`src/rtl/sum_accumulator_if.sv`:
```
// Handshake bundle between the adder stage, the accumulator and the output mux.
// slave is the accumulator's view; master is the producer/consumer side.
interface sum_accumulator_if #(
  parameter int DATA_W = 8
);
  logic [DATA_W-1:0] sum_in;
  logic              carry_in;
  logic              in_valid;
  logic              in_ready;
  logic [DATA_W-1:0] out_data;
  logic              out_valid;
  logic              out_ready;
  logic              out_last;
  logic              sat;

  modport slave (
    input  sum_in, carry_in, in_valid, out_ready,
    output in_ready, out_data, out_valid, out_last, sat
  );

  modport master (
    output sum_in, carry_in, in_valid, out_ready,
    input  in_ready, out_data, out_valid, out_last, sat
  );
endinterface

```
`src/rtl/sum_accumulator.sv`:
```
// Accumulates COUNT adder results (sum plus carry) into a saturating register,
// then streams the total out byte-serially, LSB first, with last and sat flags.
module sum_accumulator #(
  parameter int DATA_W = 8,
  parameter int ACC_W  = 16,
  parameter int COUNT  = 4
) (
  input  logic            clk,
  input  logic            rst,
  input  logic            clear,
  sum_accumulator_if.slave bus
);

  localparam int NBYTES = ACC_W / DATA_W;
  localparam int CNT_W  = (COUNT > 1) ? $clog2(COUNT) : 1;
  localparam int IDX_W  = (NBYTES > 1) ? $clog2(NBYTES) : 1;
  // One bit wider than the wider operand so overflow is always visible.
  localparam int SUM_W  = ((ACC_W > DATA_W + 1) ? ACC_W : DATA_W + 1) + 1;

  localparam logic [SUM_W-1:0] ACC_MAX  = {{(SUM_W - ACC_W){1'b0}}, {ACC_W{1'b1}}};
  localparam logic [CNT_W-1:0] LAST_CNT = CNT_W'(COUNT - 1);
  localparam logic [IDX_W-1:0] LAST_IDX = IDX_W'(NBYTES - 1);

  typedef enum logic {ACCUM, EMIT} state_t;

  state_t             state, state_n;
  logic [ACC_W-1:0]   acc, acc_n;
  logic [CNT_W-1:0]   cnt, cnt_n;
  logic [IDX_W-1:0]   idx, idx_n;
  logic               sat_q, sat_n;

  logic [SUM_W-1:0]   term;
  logic [SUM_W-1:0]   sum_wide;
  logic               overflow;
  logic [DATA_W-1:0]  cur_byte;
  logic               is_last;

  always_ff @(posedge clk or posedge rst) begin
    if (rst) begin
      state <= ACCUM;
      acc   <= '0;
      cnt   <= '0;
      idx   <= '0;
      sat_q <= 1'b0;
    end else begin
      state <= state_n;
      acc   <= acc_n;
      cnt   <= cnt_n;
      idx   <= idx_n;
      sat_q <= sat_n;
    end
  end

  assign term     = SUM_W'({bus.carry_in, bus.sum_in});
  assign sum_wide = SUM_W'(acc) + term;
  assign overflow = (sum_wide > ACC_MAX);

  // Byte selection uses a constant-indexed loop so any byte count lints cleanly.
  always_comb begin
    cur_byte = '0;
    for (int i = 0; i < NBYTES; i++) begin
      if (idx == IDX_W'(i)) begin
        cur_byte = acc[i*DATA_W +: DATA_W];
      end
    end
  end

  assign is_last = (idx == LAST_IDX);

  always_comb begin
    state_n = state;
    acc_n   = acc;
    cnt_n   = cnt;
    idx_n   = idx;
    sat_n   = sat_q;

    if (clear) begin
      state_n = ACCUM;
      acc_n   = '0;
      cnt_n   = '0;
      idx_n   = '0;
      sat_n   = 1'b0;
    end else begin
      case (state)
        ACCUM: begin
          if (bus.in_valid) begin
            if (overflow) begin
              acc_n = '1;
              sat_n = 1'b1;
            end else begin
              acc_n = sum_wide[ACC_W-1:0];
            end
            if (cnt == LAST_CNT) begin
              cnt_n   = '0;
              idx_n   = '0;
              state_n = EMIT;
            end else begin
              cnt_n = cnt + CNT_W'(1);
            end
          end
        end
        EMIT: begin
          if (bus.out_ready) begin
            if (is_last) begin
              acc_n   = '0;
              sat_n   = 1'b0;
              state_n = ACCUM;
            end else begin
              idx_n = idx + IDX_W'(1);
            end
          end
        end
        default: state_n = ACCUM;
      endcase
    end
  end

  // Outputs depend on registered state only, never on the handshake inputs.
  assign bus.in_ready  = (state == ACCUM);
  assign bus.out_valid = (state == EMIT);
  assign bus.out_last  = (state == EMIT) && is_last;
  assign bus.out_data  = (state == EMIT) ? cur_byte : '0;
  assign bus.sat       = sat_q;

endmodule

```
`src/flat_wrapper.sv`:
```
// flat-port wrapper written by rule: the top's interface ports become plain ports
module sum_accumulator_flat 
#(
  parameter int DATA_W = 8,
  parameter int ACC_W  = 16,
  parameter int COUNT  = 4
)
  (clk, rst, clear, bus_sum_in, bus_carry_in, bus_in_valid, bus_out_ready, bus_in_ready, bus_out_data, bus_out_valid, bus_out_last, bus_sat);
  sum_accumulator_if #(.DATA_W(DATA_W)) bus_i ();
  input  logic clk;
  input  logic rst;
  input  logic clear;
  input wire logic [$bits(bus_i.sum_in)-1:0] bus_sum_in;
  input wire logic [$bits(bus_i.carry_in)-1:0] bus_carry_in;
  input wire logic [$bits(bus_i.in_valid)-1:0] bus_in_valid;
  input wire logic [$bits(bus_i.out_ready)-1:0] bus_out_ready;
  output wire logic [$bits(bus_i.in_ready)-1:0] bus_in_ready;
  output wire logic [$bits(bus_i.out_data)-1:0] bus_out_data;
  output wire logic [$bits(bus_i.out_valid)-1:0] bus_out_valid;
  output wire logic [$bits(bus_i.out_last)-1:0] bus_out_last;
  output wire logic [$bits(bus_i.sat)-1:0] bus_sat;
  assign bus_i.sum_in = bus_sum_in;
  assign bus_i.carry_in = bus_carry_in;
  assign bus_i.in_valid = bus_in_valid;
  assign bus_i.out_ready = bus_out_ready;
  assign bus_in_ready = bus_i.in_ready;
  assign bus_out_data = bus_i.out_data;
  assign bus_out_valid = bus_i.out_valid;
  assign bus_out_last = bus_i.out_last;
  assign bus_sat = bus_i.sat;
  sum_accumulator #(.DATA_W(DATA_W), .ACC_W(ACC_W), .COUNT(COUNT)) u_core (.clk(clk), .rst(rst), .clear(clear), .bus(bus_i));
endmodule
```
`config.mk`:
```
export PLATFORM = sky130hd
export DESIGN_NAME = sum_accumulator_flat
export DESIGN_NICKNAME = d
export VERILOG_FILES = /design/src/rtl/sum_accumulator_if.sv /design/src/rtl/sum_accumulator.sv /design/src/flat_wrapper.sv
export SDC_FILE = /design/constraint.sdc
export NUM_CORES = 1
export LEC_CHECK = 0
export ABC_AREA = 1
export BUFFER_PORTS_ARGS = -buffer_cell sky130_fd_sc_hd__clkbuf_2
export CORE_ASPECT_RATIO = 1.5
export CORE_UTILIZATION = 40
export CTS_BUF_LIST = sky130_fd_sc_hd__clkbuf_16
export DETAILED_ROUTE_END_ITERATION = 8
export GPL_ROUTABILITY_DRIVEN = 0
export PLACE_DENSITY = 0.59
export SLEW_MARGIN = 10
export SYNTH_ARGS = -nofsm -noshare
export SYNTH_HDL_FRONTEND = slang
export SYNTH_SLANG_ARGS = --single-unit
```
`constraint.sdc`:
```
create_clock -name clk -period 2.3 [get_ports clk]
set_input_delay 0.23 -clock clk [delete_from_list [all_inputs] [get_ports clk]]
set_output_delay 0.23 -clock clk [all_outputs]
set_load 0.05 [all_outputs]
```
# Word-level counts from Yosys, hierarchy flattened
# Cells that the tools add are included.
# op_classes
n_lt_le_gt_ge	1
n_bitwise	1
mux	30
n_eq_ne	7
n_reduce_logical	6
addsub	3
# op_table
op	count
$mux W16	5
$pmux W16 S2	1
$add A16 B9 Y17	1
$gt A17 B16 Y1 const B	1
$mux W8	2
$mux W1	15
$ne A3 B3 Y1 const B	3
$mux W2	4
$ne A3 B2 Y1 const B	2
$pmux W1 S2	3
$reduce_and A3 Y1	2
$reduce_and A4 Y1	1
$add A2 B1 Y2 const B	1
$eq A2 B2 Y1 const B	1
$ne A2 B2 Y1 const B	1
$reduce_and A2 Y1	1
$reduce_bool A2 Y1	1
$add A1 B1 Y1 const B	1
$logic_and A1 B1 Y1	1
$not A1 Y1	1
# totals
in_bits	14
reg_bits	21
word_cells	53
out_inout_bits	12

# Depth between registers and ports, before layout
# Gate-level depths: netlist of the first run.
# depth
depth_word	6
ltp_mapped	13
depth_no_buf	13

# Least setup slack after synthesis of the first run
# No wires, ideal clock.
# synth_path
kind	reg2out
startpoint	reg u_core.state, in the netlist u_core.bus.out_valid
endpoint	out bus_out_data[0]
stages_incl_launch_ff	4
setup_slack_ps	283
n_path_buf	1
t_arrival_ps	1787
t_required_ps	2070
cell_sequence	dfrtp_1 > clkbuf_1 > o21ai_0 > a21oi_1
# synth_via
elab_chain_len	1
# synth_rtl
item	line	source
start, declared	sum_accumulator.sv:26	state_t state, state_n;
start signal, assigned	sum_accumulator.sv:46	state <= state_n;
$mux W8	sum_accumulator.sv:122	assign bus.out_data = (state == EMIT) ? cur_byte : '0;
end, declared	flat_wrapper.sv:18	output wire logic [$bits(bus_i.out_data)-1:0] bus_out_data;
# Every way passes these cells.

# Worst setup path in the final report of the first run
# layout_path
startpoint	reg u_core.acc[0]
endpoint	reg u_core.acc[12]
# layout_via
elab_chain_len	6
# layout_rtl
item	line	source
start, declared	sum_accumulator.sv:27	logic [ACC_W-1:0] acc, acc_n;
start signal, assigned	sum_accumulator.sv:47	acc <= acc_n;
$add A16 B9 Y17 (*)	sum_accumulator.sv:55	assign sum_wide = SUM_W'(acc) + term;
$gt A17 B16 Y1	sum_accumulator.sv:56	assign overflow = (sum_wide > ACC_MAX);
$mux W16 (*)	sum_accumulator.sv:87	if (overflow) begin
$mux W16 (*)	sum_accumulator.sv:86	if (bus.in_valid) begin
$pmux W16 S2 (*)	sum_accumulator.sv:84	case (state)
$mux W16 (*)	sum_accumulator.sv:77	if (clear) begin
# Every way passes the cells marked *; elsewhere a longest branch is shown, timed or not. The select of a mux whose other input is x is not followed.
# A chain may end at the register's enable or synchronous reset.

==> results of run 1 <==
## worst max-delay path, stage by stage (launching register included)
cell	delay, ns
dfrtp_1	0.37
ha_1	0.17
inv_1	0.05
fa_1	0.40
inv_1	0.11
nand2_1	0.05
nand2_1	0.07
nand3_1	0.08
nand2_2	0.15
nand2_1	0.11
nand2_1	0.07
nand3_1	0.06
nand3_1	0.08
nand2_1	0.05
## power by group
part           internal, uW  switching [uW]  total, uW
Combinational           115             210        324
Clock                   232             142        374
Sequential              398            31.9        430
Total                   745             384       1130
## area by class of cell
class / count / area (um^2) / share of cell area, %
well taps: 46 / 57.6 / 2.74
repair buffers: 29 / 155 / 7.39
clock buffers: 3 / 75.1 / 3.58
inverters: 44 / 165 / 7.87
flip-flops and latches: 21 / 526 / 25.0
clock inverters: 1 / 3.75 / 0.179
multi-input cells: 217 / 1120 / 53.2
## cell families after synthesis
| kind of cell | Yosys count |
|---|---|
| xor+xnor | 7 |
| flops | 21 |
| compound gates | 39 |
| simple gates | 160 |
| buf+inv | 49 |
| fa+ha+maj | 11 |
## per-stage QoR
stage	total power [uW]	setup WS [ns]	util (%)	instance area [um^2]	cells
2_1_floorplan	666	0.283	-	1830	287
3_3_place_gp	760	0.393	46.8	2020	357
3_5_place_dp	757	0.362	46.8	2020	357
4_1_cts	1140	0.347	48.6	2100	361
5_1_grt	1200	0.160	48.6	2100	361
6_report	1130	0.354	48.6	2100	361
## state kept, by name, indices dropped and copies added, names as in the netlist
| name | count |
|---|---|
| u_core.acc | 16 |
| u_core.bus.out_valid | 1 |
| u_core.bus.sat | 1 |
| u_core.cnt | 2 |
| u_core.idx | 1 |
## path summary, 6_finish.rpt
kind / slack [ns] / depth (start not counted) / start / end
hold reg to reg: 0.50 / 2 / u_core.bus.sat$_DFFE_PP0P_ / u_core.bus.sat$_DFFE_PP0P_
hold / removal: 0.10 / 2 / rst / u_core.idx$_DFFE_PP0P_
max in group asynchronous: 1.69 / 2 / rst / u_core.acc[14]$_DFFE_PP0P_
setup / recovery: 0.35 / 13 / u_core.acc[0]$_DFFE_PP0P_ / u_core.acc[12]$_DFFE_PP0P_
setup reg to reg: 0.35 / 13 / u_core.acc[0]$_DFFE_PP0P_ / u_core.acc[12]$_DFFE_PP0P_
min in group clk: 0.20 / 3 / bus_out_ready / u_core.idx$_DFFE_PP0P_
## per-layer routing
metal	part of all wire (%)	vias up	track usage, %
li1	-	964	-
met1	42	853	26.4
met2	50	49	38.3
met3	3.4	17	1.83
met4	4.9	0	16.2
met5	0	-	0
## synthesized netlist by cell type (4+ instances only)
library cell | number | area (um^2)
nand2_1 | 104 | 390
nor2_1 | 18 | 67.6
ha_1 | 10 | 125
xor2_1 | 6 | 52.6
nand3_1 | 24 | 120
o21ai_0 | 15 | 75.1
a21oi_1 | 12 | 60.1
nand2_2 | 4 | 25.0
dfrtp_1 | 21 | 526
inv_1 | 42 | 158
o21ai_1 | 8 | 40.0
==> flow_metrics.tcl, run 1 <==
set metrics [dict create \
    vias 1883 \
    syn_to_final_growth_pct 14.8 \
    ys_types 27 \
    numClockSinks 21 \
    synth_ff_type "dfrtp_1" \
    maxSlewViolCount 0 \
    hold_viol_final 0 \
    syn_inst 287 \
    fp.coreArea_um2 4320 \
    fin_nets 341 \
    antenna_cells 0 \
    rsz0062_at_grt "false" \
    cts_tree "built" \
    async_flop_share_pct 100 \
    antenna_found_initial 0 \
    clk_latency_ns 0.26 \
    ctsHtreeMaxLevel 1 \
    period_share_pct 84.6 \
    row_count 29 \
    grt.total_usage_pct 22.6 \
    crit_path_max_fanout 4 \
    grt_pass1_wl_um 8420 \
    outcome "finished, violations left" \
    drv_cap 0 \
    wl_um 4880 \
    via_per_inst 5.22 \
    worst_setup_path_end_kind "flop" \
    synth-compound-area-share_pct 12.2 \
    ir_worst_vdd_mv 0.394 \
    grt_pass1_vias 1910 \
    synth_top_family_by_area "simple AND/OR/NAND/NOR gates" \
    seq_area_frac_synth_pct 28.7 \
    overflow 0 \
    whs_ns 0.104 \
    die_area_um2 4850 \
    die_y_um 84.8 \
    max_freq_mhz 514 \
    route.detailed.drc 2 \
    cts-hold-fix-buffers 0 \
    hpwl_um 3760 \
    cts_made_buffers 3 \
    synth_edf_count 0 \
    cts_root_buf "clkbuf_16" \
    cts_resized 0 \
    synth_fa_ha_area_share_pct 7.93 \
    initial_utilization_pct 42.4 \
    dr.pass1.iters 8 \
    syn_avg_cell_area_um2 6.37 \
    yosys.area_share.simple_pct 37.6 \
    drive_above_1_share_pct 14.3 \
    routedWlPerCell_um 13.5 \
    finClkSkew_ns 0.00249 \
    dr.first_iter.drc_count 41 \
    failed_checks "DRC" \
    clkTransAtPathRegs_ns 0.06 \
    cts_setup_buffers 0 \
    worstMarginPinSlew_ns 0.812 \
    syn-cell-area_um2 1830 \
    critPathKind "reg -> reg" \
    hold_path.class "in -> async" \
    syn_nets 312 \
    muxShareOfSynthArea_pct 0 \
    arrival_ns 2.10 \
    cp_data_required_time_ns 2.45 \
    ys_warn_count 0 \
    max_slew_margin_pct 45.8 \
    startpoint_type "flop" \
    die_w_um 57.2 \
    p_leak_uw 0.00123 \
    final_cell_mix "nand2_1, inv_1, clkbuf_2" \
    final_common_cell "nand2_1" \
    ys_ff_latch 21 \
    postRouteAntennaNets 0 \
    cts_max_path_buffers 2 \
    num-fill-cells 451 \
    num_io_pins 26 \
    grt_max_degree 22 \
    synthXorXnorAreaFrac_pct 3.35 \
    setup_violations 0 \
    p_per_area_nw_per_um2 537 \
    min_period_ns 1.95 \
    port_buffers 25 \
    fin_tns_setup_ns 0 \
]
(Power assumes the default switching activity.)
==> run 2, diff against run 1 <==
- ABC_AREA: 1 -> 0
- PLACE_DENSITY: 0.59 -> 0.6
- clock period: 2.3 -> 1.87 ns (I/O delays scaled with it)
==> run 2 against run 1 <==
- the run ends with setup timing left
- sequential share of layout area decreased by 1.3 points
- die area decreased by 15%
- critical endpoint is now u_core.acc[10]$_DFFE_PP0P_
- hold slack improved by 0.079 ns
- critical path type unchanged
- first-iteration DRC count decreased by 9.8%
- via count decreased by 17%
- clock-buffer cell count unchanged
- total power increased by 38%
- routed wire length decreased by 12%
- clock power increased by 24%
- maximum frequency decreased by 7.3%
- final cell count decreased by 21%
==> flow_metrics.tcl, run 2 <==
set metrics [dict create \
    ctsHtreeMaxLevel 1 \
    antenna_cells 0 \
    synth_ff_type "dfrtp_1" \
    failed_checks "setup timing" \
    worst_setup_path_end_kind "flop" \
    min_period_ns 2.10 \
    hold_path.class "in -> reg" \
    largest_register_ff_count 16 \
    die_y_um 78.4 \
    maxSlewViolCount 0 \
    setup_slack_ns -0.228 \
    drv_cap 0 \
    async_flop_share_pct 100 \
    hold_path_depth 2 \
    synth_area_leader_cell "dfrtp_1" \
    cp_cell_sequence "ha_2, inv_2, fa_2, nand2b_4, a21o_1, o311ai_4, buf_6, a31oi_1, a311oi_1" \
    clk_latency_ns 0.26 \
    final_cell_mix "buf_4, clkbuf_2, dfrtp_1" \
    cpPeakStageDelay_ns 0.35 \
    critPathKind "reg -> reg" \
    cts_max_path_buffers 2 \
    port_buffers 25 \
    yosysMostFrequentCell "dfrtp_1" \
    grt_pass1_wl_um 7230 \
    p_leak_uw 0.00106 \
    cts_made_buffers 3 \
    row_count 27 \
    arrival_ns 2.26 \
    clkTransAtPathRegs_ns 0.06 \
    setup_violations 17 \
    slowest_stage "dfrtp_1" \
    grt_max_degree 22 \
    final_common_cell "buf_4" \
    ys_warn_count 0 \
    finClkSkew_ns 0.00187 \
    ys_ff_latch 21 \
    syn-cell-area_um2 1560 \
    synth_edf_count 0 \
    p_total_uw 1560 \
    hpwl_um 3290 \
    period_share_pct 112 \
    routedWlPerCell_um 15.2 \
    crit_path_max_fanout 8 \
    overflow 0 \
    ir_worst_vdd_mv 0.508 \
    cts_root_buf "clkbuf_16" \
    max_freq_mhz 477 \
    top_regs "u_core.acc: 16 flops, u_core.cnt: 2 flops" \
    antenna_found_initial 0 \
    cp_data_required_time_ns 2.03 \
    regMostFlops "u_core.acc" \
    vias 1559 \
    yosys-top-cells-area "dfrtp_1, ha_1, mux2i_1, nand2_1, nor2_1" \
    grt.total_usage_pct 23.7 \
    hold_viol_final 0 \
    syn_nets 198 \
    max_slew_margin_pct 70.7 \
    path_delay_family "compound AO/OA/AOI/OAI gates" \
    startpoint_type "flop" \
    wl_um 4310 \
    numClockSinks 21 \
    num_io_pins 26 \
    cts_tree "built" \
    initial_utilization_pct 42.2 \
    die_area_um2 4150 \
    syn_avg_cell_area_um2 8.99 \
    grt_pass1_vias 1590 \
    dr.first_iter.drc_count 37 \
    via_per_inst 5.49 \
    syn_inst 173 \
    dr.pass1.iters 4 \
    cp.buffers_inverters 2 \
    p_per_area_nw_per_um2 703 \
    postRouteAntennaNets 0 \
    fin_nets 267 \
    post-route-util_pct 60.1 \
    ys_types 46 \
    outcome "finished, violations left" \
    worstMarginPinSlew_ns 0.437 \
    rsz0062_at_grt "true" \
    route.detailed.drc 0 \
    syn_to_final_growth_pct 42.4 \
    seq_area_frac_synth_pct 33.8 \
    die_w_um 52.9 \
    netlist_top_cells_count "dfrtp_1, nand2_1, nor2_1" \
    yosysTopAreaCellShare_pct 33.8 \
    fp.coreArea_um2 3680 \
    ff2ff_path_depth 9 \
    crit_cells 9 \
    drive_above_1_share_pct 42.3 \
]
run 2: path summary, 6_finish.rpt:
kind / startpoint / to / slack [ns]
max: u_core.acc[0]$_DFFE_PP0P_ / u_core.acc[10]$_DFFE_PP0P_ / -0.23
min: clear / u_core.idx$_DFFE_PP0P_ / 0.18
max reg2reg: u_core.acc[0]$_DFFE_PP0P_ / u_core.acc[10]$_DFFE_PP0P_ / -0.23
min reg2reg: u_core.cnt[1]$_DFFE_PP0P_ / u_core.cnt[1]$_DFFE_PP0P_ / 0.55
max in group asynchronous: rst / u_core.acc[13]$_DFFE_PP0P_ / 1.15
min in group asynchronous: rst / u_core.acc[9]$_DFFE_PP0P_ / 0.50
run 2: stage by stage:
| stage | setup WS, ns | setup TNS, ns | instance area, um^2 | std cells | hold WS (ns) |
|---|---|---|---|---|---|
| after floorplan | -0.185 | -2.30 | 1580 | 173 | 0.164 |
| after global placement | -0.172 | -1.18 | 2000 | 272 | 0.215 |
| after detailed placement | -0.290 | -2.24 | 2000 | 272 | 0.222 |
| after CTS | -0.225 | -2.29 | 2180 | 282 | 0.183 |
| after global routing | -0.295 | -3.47 | 2210 | 284 | 0.200 |
| final | -0.228 | -2.24 | 2210 | 284 | 0.183 |
run 2: worst register-to-register path, delay by kind of cell (launching register included):
| family | cells | cell delay (ns) |
|---|---|---|
| adder cells (fa/ha/maj) | 2 | 0.52 |
| flip-flops | 1 | 0.35 |
| AO/OA/AOI/OAI | 4 | 0.77 |
| buffers and inverters | 2 | 0.22 |
| AND/OR/NAND/NOR | 1 | 0.15 |
run 2: report_power, final:
group          switching [uW]  leakage (uW)  internal, uW
clock network             177     0.0000423           286
registers                22.4      0.000286           485
logic                     289      0.000736           297
total                     489       0.00106          1070
run 2: metal layers:
layer	up-vias	GRT usage, %	wire length, um
li1	770	-	-
met1	752	26.6	1820
met2	30	43.4	2330
met3	7	3.68	90
met4	0	7.37	67
met5	-	0	0
run 2: final cells by class:
class,count,area (um^2)
well taps,43,53.8
clock inverters,1,3.75
inverters,11,41.3
flip-flops and latches,21,526
multi-input cells,136,1050
clock buffers,3,75.1
fillers,339,1470
repair buffers,69,469
run 2: timing repair:
item	CTS	global route
endpoints found under the setup margin	17	17
gates resized for setup	14	4
buffers inserted	5	2
hold endpoints to repair	21	0
gates cloned	0	0
hold buffers	1	0
pin swaps	3	0
run 2: cells by family (layout without fill, tap and decap cells):
family / count (synthesis) / count (layout) / share of synthesized area [%]
compound gates: 45 / 45 / 22.8
xor+xnor: 6 / 6 / 3.38
fa+ha+maj: 11 / 11 / 9.33
buf+inv: 16 / 84 / 4.26
flops: 21 / 21 / 33.8
mux: 9 / 9 / 5.79
simple gates: 65 / 65 / 20.7
==> run 3, diff against run 2 <==
- CTS_BUF_LIST: sky130_fd_sc_hd__clkbuf_16 -> default
==> run 3 against run 2 <==
- the flow still finishes with violations (setup timing)
- setup slack got worse by 0.014 ns
- die area unchanged
- critical path depth is the same
- sequential power hardly changed
- total power fell by 8.4%
- via count is 1.0% lower
- clock power shrank 32%
- clock skew hardly changed
- register-to-register slack is essentially flat
- largest power group unchanged
- final cell count down 0.70%
- highest routed layer unchanged
==> flow_metrics.tcl, run 3 (synthesis results as in run 2) <==
set metrics [dict create \
    outcome "finished, violations left" \
    failed_checks "setup timing" \
    row_count 27 \
    cpPeakStageDelay_ns 0.36 \
    route.detailed.drc 0 \
    routedWlPerCell_um 15.4 \
    grt_pass1_wl_um 7280 \
    largest_register_ff_count 16 \
    dr.first_iter.drc_count 27 \
    vias 1543 \
    final_common_cell "buf_4" \
    min_from "clear" \
    final_cell_mix "buf_4, clkbuf_2, dfrtp_1" \
    port_buffers 25 \
    ir_worst_vdd_mv 0.379 \
    place_ws_ns -0.290 \
    top_usage_layer "met2" \
    cp_cell_sequence "ha_2, inv_2, fa_2, nand2b_4, a21o_1, o311ai_4, buf_6, a31oi_1, a311oi_1" \
    cts_made_buffers 3 \
    rsz0062_at_grt "true" \
    fin_nets 265 \
    dr.pass1.iters 5 \
    cts_root_buf "clkbuf_8" \
    hold_viol_final 0 \
    grtUsageMet2_pct 43.8 \
    setup_violations 17 \
    finClkSkew_ns 0.00181 \
    clkTransAtPathRegs_ns 0.08 \
    arrival_ns 2.29 \
    ctsHtreeMaxLevel 1 \
    met1_usage_pct 26.4 \
    crit_path_max_fanout 8 \
    worstMarginPinSlew_ns 0.406 \
    cp_data_required_time_ns 2.04 \
    regMostFlops "u_core.acc" \
    cts_max_path_buffers 2 \
    fin_tns_setup_ns -2.36 \
    p_leak_uw 0.00104 \
    rr_startpoint "u_core.acc[0]$_DFFE_PP0P_" \
    grt_pass1_vias 1610 \
    numClockSinks 21 \
    worst_setup_path_end_kind "flop" \
    maxSlewViolCount 0 \
    grt.total_usage_pct 23.6 \
    grt_max_degree 22 \
    num_io_pins 26 \
    max_slew_margin_pct 72.8 \
    critPathKind "reg -> reg" \
    min_period_ns 2.11 \
    hold_path.class "in -> reg" \
    clk_latency_ns 0.27 \
    slowest_stage "dfrtp_1" \
    wl_um 4340 \
    hpwl_um 3290 \
    via_per_inst 5.47 \
    drv_cap 0 \
    die_y_um 78.4 \
    startpoint "u_core.acc[0]$_DFFE_PP0P_" \
    p_per_area_nw_per_um2 652 \
    initial_utilization_pct 42.2 \
    antenna_cells 0 \
    die_w_um 52.9 \
    syn_to_final_growth_pct 40.6 \
    overflow 0 \
    period_share_pct 113 \
    r2r_slack_ns -0.24 \
    postRouteAntennaNets 0 \
    setup_slack_ns -0.243 \
    drive_above_1_share_pct 41.4 \
    max_freq_mhz 473 \
    cts_tree "built" \
    grtUsageMet3_pct 2.33 \
    antenna_found_initial 0 \
    die_area_um2 4150 \
    fp.coreArea_um2 3680 \
    top_regs "u_core.acc: 16 flops, u_core.cnt: 2 flops" \
    whs_ns 0.164 \
    startpoint_type "flop" \
]
run 3: changes by cell type in the layout (fill, tap and decap cells not counted), moves of 2 or more:
cell / previous run / this run
clkbuf_8: 0 / 3
buf_4: 40 / 37
clkbuf_16: 3 / 0
ha_1: 7 / 5
ha_4: 0 / 3
run 3: worst paths after layout:
check / end / cells after the start
setup / recovery: u_core.acc[10]$_DFFE_PP0P_ / 9
hold / removal: u_core.idx$_DFFE_PP0P_ / 2
setup reg to reg: u_core.acc[10]$_DFFE_PP0P_ / 9
hold reg to reg: u_core.bus.sat$_DFFE_PP0P_ / 2
max in group asynchronous: u_core.acc[4]$_DFFE_PP0P_ / 4
min in group asynchronous: u_core.acc[9]$_DFFE_PP0P_ / 4
run 3: worst max-delay path: cells and delay by family, from the launching register on:
kind            cells  cell delay, ns
simple gates        1            0.15
fa+ha+maj           2            0.52
buf+inv             2            0.22
flops               1            0.36
compound gates      4            0.76
run 3: through the flow:
step,utilization (%),power (uW),cell area (um^2),std cells
4_1_cts,58.9,1410,2170,281
3_3_place_gp,54.4,1030,2000,272
6_report,59.4,1430,2190,282
3_5_place_dp,54.4,1040,2000,272
5_1_grt,59.4,1500,2190,282
2_1_floorplan,-,824,1580,173
run 3: area by class of cell:
type,instances,area (um^2)
Clock buffer,4,45.0
Fill cell,339,1500
Inverter,11,41.3
Multi-Input combinational cell,136,1060
Sequential cell,21,526
Tap cell,43,53.8
Timing Repair Buffer,67,458
run 3: metal layers:
layer / vias to the layer above / share of wire (%)
met4: 0 / 2.1
li1: 761 / -
met3: 8 / 3.2
met1: 732 / 41
met5: - / 0
met2: 42 / 54
run 3: power breakdown:
part	switching [uW]	internal, uW
combinational	291	306
sequential	27.0	485
clock	165	153
run 3: what timing repair did:
item | in CTS | in global routing
buffers inserted | 4 | 1
gates resized for setup | 17 | 2
pin swaps | 5 | 0
endpoints found under the setup margin | 17 | 17
hold buffers | 1 | 0
endpoints found under the hold margin | 21 | 0
